--- src/rtl/serial_subtractor_if.sv ---
// Operand/result bundle for the bit-serial subtractor.
// master drives the request side, slave is the subtractor itself.
interface serial_subtractor_if #(
  parameter int WIDTH = 8
);
  logic             start;
  logic [WIDTH-1:0] a;
  logic [WIDTH-1:0] b;
  logic             bin;
  logic [WIDTH-1:0] diff;
  logic             bout;
  logic             ovf;
  logic             busy;
  logic             done;

  modport master (
    output start, a, b, bin,
    input  diff, bout, ovf, busy, done
  );

  modport slave (
    input  start, a, b, bin,
    output diff, bout, ovf, busy, done
  );
endinterface

--- src/rtl/serial_subtractor.sv ---
// Bit-serial a - b - bin, LSB first, one bit per clock; result after WIDTH SHIFT cycles,
// done pulses one cycle. No backpressure: start is simply ignored while busy.
module serial_subtractor #(
  parameter int WIDTH = 8
) (
  input  logic                clk,
  input  logic                rst,
  serial_subtractor_if.slave  bus
);
  localparam int CNT_W = $clog2(WIDTH) + 1;

  typedef enum logic [1:0] {IDLE, SHIFT, DONE} state_e;

  state_e             state_q, state_d;
  logic [WIDTH-1:0]   a_q, b_q, res_q;
  logic               br_q;
  logic [CNT_W-1:0]   cnt_q;
  logic               a_msb_q, b_msb_q;
  logic [WIDTH-1:0]   diff_q;
  logic               bout_q, ovf_q, busy_q, done_q;
  logic               busy_d, done_d;

  logic               accept;
  logic               last;
  logic               bit_d;
  logic               br_nxt;
  logic [WIDTH-1:0]   res_nxt;

  assign accept  = bus.start && ((state_q == IDLE) || (state_q == DONE));
  assign last    = (state_q == SHIFT) && (cnt_q == CNT_W'(WIDTH - 1));

  // Full-subtractor cell on the current LSBs of the shifting operands.
  assign bit_d   = a_q[0] ^ b_q[0] ^ br_q;
  assign br_nxt  = (~a_q[0] & b_q[0]) | (~(a_q[0] ^ b_q[0]) & br_q);
  assign res_nxt = {bit_d, res_q[WIDTH-1:1]};

  always_ff @(posedge clk) begin
    if (rst) begin
      state_q <= IDLE;
    end else begin
      state_q <= state_d;
    end
  end

  always_comb begin
    state_d = state_q;
    case (state_q)
      IDLE:    if (bus.start) state_d = SHIFT;
      SHIFT:   if (last) state_d = DONE;
      DONE:    state_d = bus.start ? SHIFT : IDLE;
      default: state_d = IDLE;
    endcase
  end

  always_comb begin
    busy_d = (state_d == SHIFT);
    done_d = (state_d == DONE);
  end

  always_ff @(posedge clk) begin
    if (rst) begin
      a_q     <= '0;
      b_q     <= '0;
      res_q   <= '0;
      br_q    <= 1'b0;
      cnt_q   <= '0;
      a_msb_q <= 1'b0;
      b_msb_q <= 1'b0;
      diff_q  <= '0;
      bout_q  <= 1'b0;
      ovf_q   <= 1'b0;
      busy_q  <= 1'b0;
      done_q  <= 1'b0;
    end else begin
      busy_q <= busy_d;
      done_q <= done_d;
      if (accept) begin
        a_q     <= bus.a;
        b_q     <= bus.b;
        br_q    <= bus.bin;
        res_q   <= '0;
        cnt_q   <= '0;
        a_msb_q <= bus.a[WIDTH-1];
        b_msb_q <= bus.b[WIDTH-1];
      end else if (state_q == SHIFT) begin
        a_q   <= a_q >> 1;
        b_q   <= b_q >> 1;
        br_q  <= br_nxt;
        res_q <= res_nxt;
        cnt_q <= cnt_q + CNT_W'(1);
        // Operand MSBs are kept aside because the shift registers lose them.
        if (last) begin
          diff_q <= res_nxt;
          bout_q <= br_nxt;
          ovf_q  <= (a_msb_q != b_msb_q) && (res_nxt[WIDTH-1] != a_msb_q);
        end
      end
    end
  end

  assign bus.diff = diff_q;
  assign bus.bout = bout_q;
  assign bus.ovf  = ovf_q;
  assign bus.busy = busy_q;
  assign bus.done = done_q;
endmodule

--- src/flat_wrapper.sv ---
// flat-port wrapper written by rule: the top's interface ports become plain ports
module serial_subtractor_flat 
#(
  parameter int WIDTH = 8
)
  (clk, rst, bus_start, bus_a, bus_b, bus_bin, bus_diff, bus_bout, bus_ovf, bus_busy, bus_done);
  serial_subtractor_if #(.WIDTH(WIDTH)) bus_i ();
  input  logic clk;
  input  logic rst;
  input wire logic [$bits(bus_i.start)-1:0] bus_start;
  input wire logic [$bits(bus_i.a)-1:0] bus_a;
  input wire logic [$bits(bus_i.b)-1:0] bus_b;
  input wire logic [$bits(bus_i.bin)-1:0] bus_bin;
  output wire logic [$bits(bus_i.diff)-1:0] bus_diff;
  output wire logic [$bits(bus_i.bout)-1:0] bus_bout;
  output wire logic [$bits(bus_i.ovf)-1:0] bus_ovf;
  output wire logic [$bits(bus_i.busy)-1:0] bus_busy;
  output wire logic [$bits(bus_i.done)-1:0] bus_done;
  assign bus_i.start = bus_start;
  assign bus_i.a = bus_a;
  assign bus_i.b = bus_b;
  assign bus_i.bin = bus_bin;
  assign bus_diff = bus_i.diff;
  assign bus_bout = bus_i.bout;
  assign bus_ovf = bus_i.ovf;
  assign bus_busy = bus_i.busy;
  assign bus_done = bus_i.done;
  serial_subtractor #(.WIDTH(WIDTH)) u_core (.clk(clk), .rst(rst), .bus(bus_i));
endmodule
--- config.mk ---
export PLATFORM = sky130hd
export DESIGN_NAME = serial_subtractor_flat
export DESIGN_NICKNAME = d
export VERILOG_FILES = /design/src/rtl/serial_subtractor_if.sv /design/src/rtl/serial_subtractor.sv /design/src/flat_wrapper.sv
export SDC_FILE = /design/constraint.sdc
export NUM_CORES = 1
export LEC_CHECK = 0
export ABC_AREA = 1
export BUFFER_PORTS_ARGS = -buffer_cell sky130_fd_sc_hd__buf_2
export CORE_MARGIN = 2
export CORE_UTILIZATION = 46
export DETAILED_ROUTE_END_ITERATION = 8
export HOLD_SLACK_MARGIN = 0.02
export PLACE_DENSITY = 0.68
export SLEW_MARGIN = 20
export SYNTH_ARGS = -nofsm -noshare
export SYNTH_HDL_FRONTEND = slang
export SYNTH_SLANG_ARGS = --single-unit
--- constraint.sdc ---
create_clock -name clk -period 1.8 [get_ports clk]
set_clock_uncertainty 0.1 [all_clocks]
set_input_delay 0.36 -clock clk [delete_from_list [all_inputs] [get_ports clk]]
set_output_delay 0.36 -clock clk [all_outputs]
set_load 0.03 [all_outputs]
==> metrics, run 1 <==
drc violations 0; layout cell share with drive strength beyond 1 18.3%; most frequent cells in the layout nand2_1, dfxtp_1, nor2_1, buf_2, nand3_1; leading area contributor after synthesis dfxtp_1; wire per inst 11.2 um; fmax 644 MHz; worst-skew pair later-pin latency 300 ps; GR Overflow Total 0; I/O Buffers 31; Die Wd 67.9 um; Startpoint Class flop; Mean Syn Cell Area 7.55 um^2; Mapped Nets 271; RSZ-0062 raised after global routing no; GP Congestion 0.697; postcts setup bufs 0; most common cell after layout, fill and taps aside nand2_1; VDD IR max 0.609 mV; Tmin final 1550 ps; hold_sp bus_a[7]; uppermost layer routed met4; die height 67.9 um; Leak 0.993 nW; largest net degree at the start of global routing 26; hold_buf cts 0; global-route usage over all layers 17.5%; worst hold margin 245 ps; crit path launch u_core.cnt_q[0]$_SDFFE_PP0P_; core area 3970 um^2; top post-synthesis cells by area dfxtp_1, nand2_1, nor2_1, nand3_1, nand3b_1; Syn Std Cell Area 1880 um^2; register area share after synthesis 46.9%; Clock power frac 34.1%; net count reported at finish 300; Worst-path clk slew 80 ps; Final Power 1.94 mW; wire length of the first global-routing pass 6030 um; clock root buffer clkbuf_8; Least-Margin Pin Slew 422 ps; Post-Route WL 3670 um; Slew Limit Fails 0; Hold Path Depth 3; critical path capture point type flop; Initial DRC Count 69; Warnings, synthesis 0; CTS sink count 44; Slew Limit Headroom 71.8%; Data required, critical path 1950 ps; fin crit share 86.3%; sw power 489 uW; CTS Buf Count 5; Max clock buf depth 2; Synth top area share 46.9%; Hold Path Class input pin to flop; H-tree Lvls 2; Routed Antenna Nets 0; cell seen most often among critical-path stages nand2_1; Final Hold Viols 0; initial antenna violation count 0; die area 4610 um^2; via count 1546; final setup fails 0; cells after synthesis 249; Setup WS pre-CTS 234 ps; Synth-to-Final Area Change 13.2%; met3 WL 150 um; R2R Path Start u_core.cnt_q[0]$_SDFFE_PP0P_; Reg2Reg Depth 7; met2 routed wirelength 1610 um; Crit Path Max Fanout 13; Starting Density 47.3%; pwr/cell area 910 nW/um^2; std cell rows 23; Cell variety after synth 23; worst reg2reg setup slack 250 ps; TNS Setup 0 ps; CP Cell Sequence ha_1 -> nand2_1 -> nor2_2 -> nand2_2 -> nor2_4 -> nand2_1 -> nand2_1; Met1 Wirelength 1850 um; Reg2Reg Capture Point u_core.bus.diff[5]$_SDFFE_PP0P_; internal power 1.45 mW; critical path type flop to flop; Hold EP u_core.a_msb_q$_SDFFE_PP0P_; DR pass1 iterations 4; post-cts sizing count 0; post-synthesis register bit count 44; ant diodes 0; hpwl dp 2500 um; sequential cell fraction of total power 53.9%; Comb pwr share 12.1%; slowest stage delay, CP 370 ps; post-route setup slack 246 ps; CTS tree done; status complete, no violations; io pins 32; slowest CP cell dfxtp_1; crit path DAT 1700 ps; maxcap violations 0; post-DR vias/cell 4.71; vias in the first global route 1361; Sw Share 25.3%
==> power groups by stage <==
stage | Clock (mW) | Combinational, mW | Sequential [mW]
after floorplan | 0 | 0.187 | 1.06
after global placement | 0 | 0.232 | 1.06
after detailed placement | 0 | 0.234 | 1.06
after CTS | 0.678 | 0.236 | 1.04
after global routing | 0.705 | 0.265 | 1.05
final | 0.660 | 0.233 | 1.04
==> worst max path at each step <==
stage	end	slack, ps	depth (start not counted)
floorplan	u_core.bus.ovf$_SDFFE_PP0P_	410	7
global placement	u_core.bus.diff[4]$_SDFFE_PP0P_	320	7
detailed placement	u_core.bus.diff[5]$_SDFFE_PP0P_	230	7
CTS	u_core.bus.diff[5]$_SDFFE_PP0P_	220	7
global route	u_core.bus.diff[2]$_SDFFE_PP0P_	40	7
finish	u_core.bus.diff[5]$_SDFFE_PP0P_	250	7
==> flip-flops by register name, indices dropped and copies added (netlist names) <==
register / cells
u_core.a_msb_q: 1
u_core.a_q: 8
u_core.b_msb_q: 1
u_core.b_q: 8
u_core.br_q: 1
u_core.bus.bout: 1
u_core.bus.busy: 1
u_core.bus.diff: 8
u_core.bus.done: 1
u_core.bus.ovf: 1
u_core.cnt_q: 4
u_core.res_q: 7
u_core.state_q: 2
==> layout make-up <==
class / instances / area, um^2
Sequential cell: 44 / 881
Clock buffer: 7 / 96.3
Tap cell: 50 / 62.6
Fill cell: 401 / 1840
Timing Repair Buffer: 35 / 185
Multi-Input combinational cell: 175 / 837
Inverter: 17 / 66.3
==> logic make-up (layout without fill, tap and decap cells) <==
| group | count (synthesis) | in the layout | synth area share, % |
|---|---|---|---|
| buffers and inverters | 30 | 59 | 8.59 |
| and+or+nand+nor | 152 | 152 | 37.0 |
| DFF | 44 | 44 | 46.9 |
| adders and majority gates | 2 | 2 | 1.73 |
| xor gates and xnor gates | 1 | 1 | 0.466 |
| AOI/OAI and AO/OA | 20 | 20 | 5.33 |
==> stage by stage <==
stage                     cells  cell area [um^2]  util [%]
after detailed placement    321              2030      51.2
after floorplan             249              1880         -
after CTS                   328              2130      53.6
final                       328              2130      53.6
after global placement      321              2030      51.2
after global routing        328              2130      53.6
==> synthesized netlist by cell type (all sizes together) <==
master   n
a21oi   16
buf     12
clkbuf   1
dfxtp   44
fa       1
ha       1
inv     17
nand2   70
nand3   23
nand3b  11
nor2    38
nor3    10
o21ai    4
xor2     1
==> layer usage <==
metal | track usage, % | up-vias
li1 | - | 850
met1 | 23.9 | 667
met2 | 26.3 | 22
met3 | 4.11 | 7
met4 | 7.50 | 0
met5 | 0 | -
==> worst max-delay path: cells and delay by family (launching register included) <==
kind | cells | cell delay [ps]
AND/OR/NAND/NOR | 6 | 840
adder cells (fa/ha/maj) | 1 | 200
flip-flops | 1 | 370
(Power assumes the default switching activity.)
==> inputs of run 2 (changes only) <==
--- a/config.mk
+++ b/config.mk
@@ -7,6 +7,7 @@
 export LEC_CHECK = 0
 export ABC_AREA = 1
 export BUFFER_PORTS_ARGS = -buffer_cell sky130_fd_sc_hd__buf_2
+export CORE_ASPECT_RATIO = 1.75
 export CORE_MARGIN = 2
 export CORE_UTILIZATION = 46
 export DETAILED_ROUTE_END_ITERATION = 8
==> metrics, run 2 (synthesis results as in run 1) <==
final setup fails 0 (unchanged); vias in the first global route 1612 (+18%); CTS sink count 44 (unchanged); layout cell share with drive strength beyond 1 19.2% (+0.87 points); Max clock buf depth 2 (unchanged); CP Depth 7 (unchanged); slowest CP cell dfxtp_1; via count 1630 (+5.4%); GR Util met2 34.9% (+8.5 points); utilization after layout 54.7% (+1.2 points); cell seen most often among critical-path stages nand2_1; postcts setup bufs 0 (unchanged); M3 GR Usage 3.72% (-0.40 points); design area 2140 um^2 (+0.41%); Tmin final 1560 ps (+6.43 ps); wire per inst 11.4 um (+2.3%); fin crit share 86.7% (+0.36 points); sw power 502 uW (+2.7%); fmax 641 MHz (-0.41%); slowest stage delay, CP 370 ps (about the same); Least-Margin Pin Slew 337 ps (-85.5 ps); Reg area 881 um^2 (unchanged); hold_buf cts 0 (unchanged); Final Non-Filler Cells 329 (+0.30%); die height 88.6 um (+30%); H-tree Lvls 2 (unchanged); Inst Count DP 321 (unchanged); Routed Antenna Nets 0 (unchanged); core area 3900 um^2 (-1.7%); critical path type flop to flop; ant diodes 0 (unchanged); Final Hold Viols 0 (unchanged); VDD IR max 0.610 mV (+0.14%); CP Cell Sequence ha_1 -> nand2_1 -> nor2_2 -> nand2_2 -> nor2_4 -> nand2_1 -> nand2_1; Hold Path Depth 3 (unchanged); crit path DAT 1700 ps (about the same); CTS Buf Count 5 (unchanged); multi-input logic area 837 um^2 (unchanged); Synth-to-Final Area Change 13.7%; post-cts sizing count 0 (unchanged); maxcap violations 0 (unchanged); net count reported at finish 302 (+0.67%); Slew Limit Headroom 77.5% (+5.7 points); Leak 1.00 nW (+0.99%); Die Wd 52.3 um (-23%); Reg2Reg Depth 7 (unchanged); TNS Setup 0 ps (unchanged); most common cell after layout, fill and taps aside nand2_1; Top Usage Layer GRT met2; critical path capture point type flop; pwr/cell area 897 nW/um^2 (-1.4%); most frequent cells in the layout nand2_1, dfxtp_1, nor2_1, buf_2, nand3_1; RSZ-0062 raised after global routing no; DR pass1 iterations 4 (unchanged); Crit Path Max Fanout 13 (unchanged); Sw Share 26.2% (+0.93 points); drc violations 0 (unchanged); global-route usage over all layers 19.5% (+2.1 points); Comb pwr share 12.3% (+0.2 points); Post-Route WL 3770 um (+2.6%); GP Congestion 0.758 (+8.8%); I/O Buffers 31 (unchanged); GR Overflow Total 0 (unchanged); worst-skew pair later-pin latency 300 ps (about the same); dpl cell area 2040 um^2 (+0.62%); Startpoint Class flop; Starting Density 48.1% (+0.82 points); CTS tree done; Hold Path Class input pin to flop; die area 4630 um^2 (+0.44%); Fillers 422 (+5.2%); Data required, critical path 1940 ps (about the same); post-DR vias/cell 4.95 (+5.1%); internal power 1.41 mW (-2.2%); status complete, no violations; Slew Limit Fails 0 (unchanged); wire length of the first global-routing pass 6800 um (+13%); Clock power frac 33.3% (-0.8 points); CP bufs+invs 0 (unchanged); initial antenna violation count 0 (unchanged); sequential cell fraction of total power 54.4% (+0.5 points); Crit path max-delay family simple AND/OR/NAND/NOR gates; io pins 32 (unchanged); Worst-path clk slew 80 ps (about the same); met1 Track Usage GR 21.1% (-2.8 points); std cell rows 30 (+30%); clock root buffer clkbuf_8; largest net degree at the start of global routing 26 (unchanged); Initial DRC Count 34 (-51%); hpwl dp 2690 um (+7.5%)
-- run 2: changes by cell type in the layout (fill, tap and decap cells not counted) --
| cell | before | now |
|---|---|---|
| buf_4 | 4 | 6 |
| clkbuf_8 | 7 | 6 |
| clkinv_2 | 0 | 2 |
-- run 2: path summary, 6_finish.rpt --
path	slack, ps	endpoint	start
setup / recovery	240	u_core.bus.diff[6]$_SDFFE_PP0P_	u_core.cnt_q[0]$_SDFFE_PP0P_
hold / removal	250	u_core.a_msb_q$_SDFFE_PP0P_	bus_a[7]
setup reg to reg	240	u_core.bus.diff[6]$_SDFFE_PP0P_	u_core.cnt_q[0]$_SDFFE_PP0P_
hold reg to reg	370	u_core.bus.diff[5]$_SDFFE_PP0P_	u_core.res_q[6]$_SDFFE_PP0P_
-- run 2: power groups by stage --
stage / logic, mW / registers [mW] / clock network [mW]
CTS: 0.239 / 1.04 / 0.657
floorplan: 0.187 / 1.06 / 0
global placement: 0.237 / 1.06 / 0
detailed placement: 0.239 / 1.06 / 0
finish: 0.235 / 1.04 / 0.639
global route: 0.277 / 1.05 / 0.696
-- run 2: worst min-delay path, stage by stage --
cell and delay (ps):
buf_2 80, nand3_1 90, o21ai_0 80
-- run 2: per-stage QoR --
stage | hold slack [ps] | setup WS, ps | power [mW]
6_report | 247 | 240 | 1.92
5_1_grt | 263 | 25.4 | 2.02
4_1_cts | 239 | 210 | 1.94
3_5_place_dp | 353 | 231 | 1.30
3_3_place_gp | 351 | 314 | 1.30
2_1_floorplan | 338 | 414 | 1.25
-- run 2: layer usage --
metal,vias to the layer above,share of wire [%]
met4,0,2.6
met1,729,41
met3,9,4.2
li1,850,-
met2,42,52
met5,-,0
-- run 2: final cells by class --
| cell class | count | share of cell area [%] |
|---|---|---|
| clock buffers | 6 | 3.86 |
| clock inverters | 2 | 0.468 |
| inverters | 17 | 3.10 |
| multi-input cells | 175 | 39.2 |
| flip-flops and latches | 44 | 41.2 |
| well taps | 48 | 2.81 |
| repair buffers | 37 | 9.37 |
==> inputs of run 3 (changes only) <==
--- a/config.mk
+++ b/config.mk
@@ -7,12 +7,12 @@
 export LEC_CHECK = 0
 export ABC_AREA = 1
 export BUFFER_PORTS_ARGS = -buffer_cell sky130_fd_sc_hd__buf_2
-export CORE_ASPECT_RATIO = 1.75
+export CORE_ASPECT_RATIO = 0.9
 export CORE_MARGIN = 2
-export CORE_UTILIZATION = 46
+export CORE_UTILIZATION = 30
 export DETAILED_ROUTE_END_ITERATION = 8
 export HOLD_SLACK_MARGIN = 0.02
-export PLACE_DENSITY = 0.68
+export PLACE_DENSITY = 0.49
 export SLEW_MARGIN = 20
 export SYNTH_ARGS = -nofsm -noshare
 export SYNTH_HDL_FRONTEND = slang
==> metrics, run 3 (synthesis results as in run 1) <==
status complete, no violations; global-route usage over all layers 12.9% (-6.6 points); fin crit share 86.4% (-0.33 points); Routed Antenna Nets 0 (unchanged); critical path capture point type flop; design area 2150 um^2 (+0.76%); ant diodes 0 (unchanged); std cell rows 27 (-10%); Synth-to-Final Area Change 14.6%; Tmin final 1550 ps (-5.91 ps); final setup fails 0 (unchanged); Worst-path clk slew 80 ps (about the same); slowest CP cell dfxtp_1; most frequent cells in the layout nand2_1, dfxtp_1, nor2_1, buf_2, nand3_1; Crit Path Max Fanout 13 (unchanged); vias in the first global route 1453 (-9.9%); drc violations 0 (unchanged); Starting Density 30.9% (-17 points); layout cell share with drive strength beyond 1 18.6% (-0.58 points); initial antenna violation count 0 (unchanged); Slew Limit Fails 0 (unchanged); Final Power 1.88 mW (-1.8%); Final Non-Filler Cells 351 (+6.7%); CTS Buf Count 5 (unchanged); pwr/cell area 874 nW/um^2 (-2.5%); RSZ-0062 raised after global routing no; post-DR vias/cell 4.55 (-8.2%); Initial DRC Count 55 (+62%); crit path DAT 1700 ps (about the same); Data required, critical path 1940 ps (about the same); Comb pwr share 12.7% (+0.4 points); worst-skew pair later-pin latency 290 ps (about the same); GR Overflow Total 0 (unchanged); most common cell after layout, fill and taps aside nand2_1; die height 79.1 um (-11%); Die Wd 87.4 um (+67%); internal power 1.37 mW (-3.2%); largest net degree at the start of global routing 26 (unchanged); core area 6080 um^2 (+56%); VDD IR max 0.269 mV (-56%); DR pass1 iterations 4 (unchanged); maxcap violations 0 (unchanged); Hold Path Class input pin to flop; CTS sink count 44 (unchanged); GP Congestion 0.737 (-2.8%); hold_buf cts 0 (unchanged); CP Cell Sequence ha_1 -> nand2_1 -> nor2_2 -> nand2_4 -> nor2_4 -> nand2_1 -> nand2_1; Max clock buf depth 2 (unchanged); H-tree Lvls 2 (unchanged); sw power 513 uW (+2.1%); I/O Buffers 31 (unchanged); worst hold margin 236 ps (-11.1 ps); net count reported at finish 301 (-0.33%); slowest stage delay, CP 370 ps (about the same); fmax 643 MHz (+0.38%); cell seen most often among critical-path stages nand2_1; Clock power frac 31.8% (-1.5 points); Leak 0.999 nW (-0.45%); TNS Setup 0 ps (unchanged); io pins 32 (unchanged); hpwl dp 2880 um (+7.3%); die area 6910 um^2 (+49%); sequential cell fraction of total power 55.4% (+1.0 points); wire per inst 11.7 um (+2.5%); Least-Margin Pin Slew 314 ps (-22.4 ps); clock root buffer clkbuf_8; Startpoint Class flop; Slew Limit Headroom 79.0% (+1.5 points); Inst Count DP 344 (+7.2%); critical path type flop to flop; CTS tree done; wire length of the first global-routing pass 6910 um (+1.5%); Sw Share 27.2% (+1.0 points); dpl cell area 2070 um^2 (+1.1%); via count 1596 (-2.1%); Post-Route WL 4120 um (+9.3%); Final Hold Viols 0 (unchanged)
==> run 3: final timing paths <==
| kind | slack [ps] | cells past startpoint | to | from |
|---|---|---|---|---|
| worst max-delay path | 250 | 7 | u_core.bus.diff[7]$_SDFFE_PP0P_ | u_core.cnt_q[0]$_SDFFE_PP0P_ |
| worst max register to register | 250 | 7 | u_core.bus.diff[7]$_SDFFE_PP0P_ | u_core.cnt_q[0]$_SDFFE_PP0P_ |
| worst min-delay path | 240 | 3 | u_core.a_msb_q$_SDFFE_PP0P_ | bus_a[7] |
| worst min register to register | 370 | 2 | u_core.res_q[1]$_SDFFE_PP0P_ | u_core.res_q[1]$_SDFFE_PP0P_ |
==> run 3: critical path, delay by kind of cell (launching register included) <==
family                   cells  cell delay, ps
adder cells (fa/ha/maj)      1             200
flip-flops                   1             370
AND/OR/NAND/NOR              6             830
==> run 3: power by group through the flow <==
stage	clock network [mW]	logic, mW	registers (mW)
3_3_place_gp	0	0.242	1.06
3_5_place_dp	0	0.244	1.07
6_report	0.599	0.240	1.04
4_1_cts	0.610	0.244	1.04
2_1_floorplan	0	0.187	1.06
5_1_grt	0.657	0.277	1.05
==> run 3: repair_timing <==
| item | CTS | global route |
|---|---|---|
| buffers inserted | 0 | 0 |
| resized for setup | 0 | 1 |
| endpoints found under the setup margin | 0 | 1 |
| endpoints found under the hold margin | 0 | 0 |
==> run 3: cell type report <==
class,count,area [um^2]
fillers,672,3930
flip-flops and latches,44,881
multi-input cells,175,842
repair buffers,36,193
well taps,72,90.1
clock buffers,5,68.8
inverters,17,66.3
clock inverters,2,12.5
==> run 3: stage by stage <==
step           utilization [%]  setup slack [ps]
2_1_floorplan                -               414
3_3_place_gp              34.0               287
3_5_place_dp              34.0               242
4_1_cts                   35.3               216
5_1_grt                   35.4              35.2
6_report                  35.4               246
==> run 3: routing by layer <==
| layer | wire, um | share of wire [%] | global-route usage, % | up-vias |
|---|---|---|---|---|
| met1 | 2180 | 53 | 17.4 | 723 |
| met5 | 0 | 0 | 0 | - |
| met2 | 1730 | 42 | 19.6 | 21 |
| met4 | 66 | 1.6 | 4.62 | 0 |
| met3 | 137 | 3.3 | 3.74 | 6 |
| li1 | - | - | - | 846 |
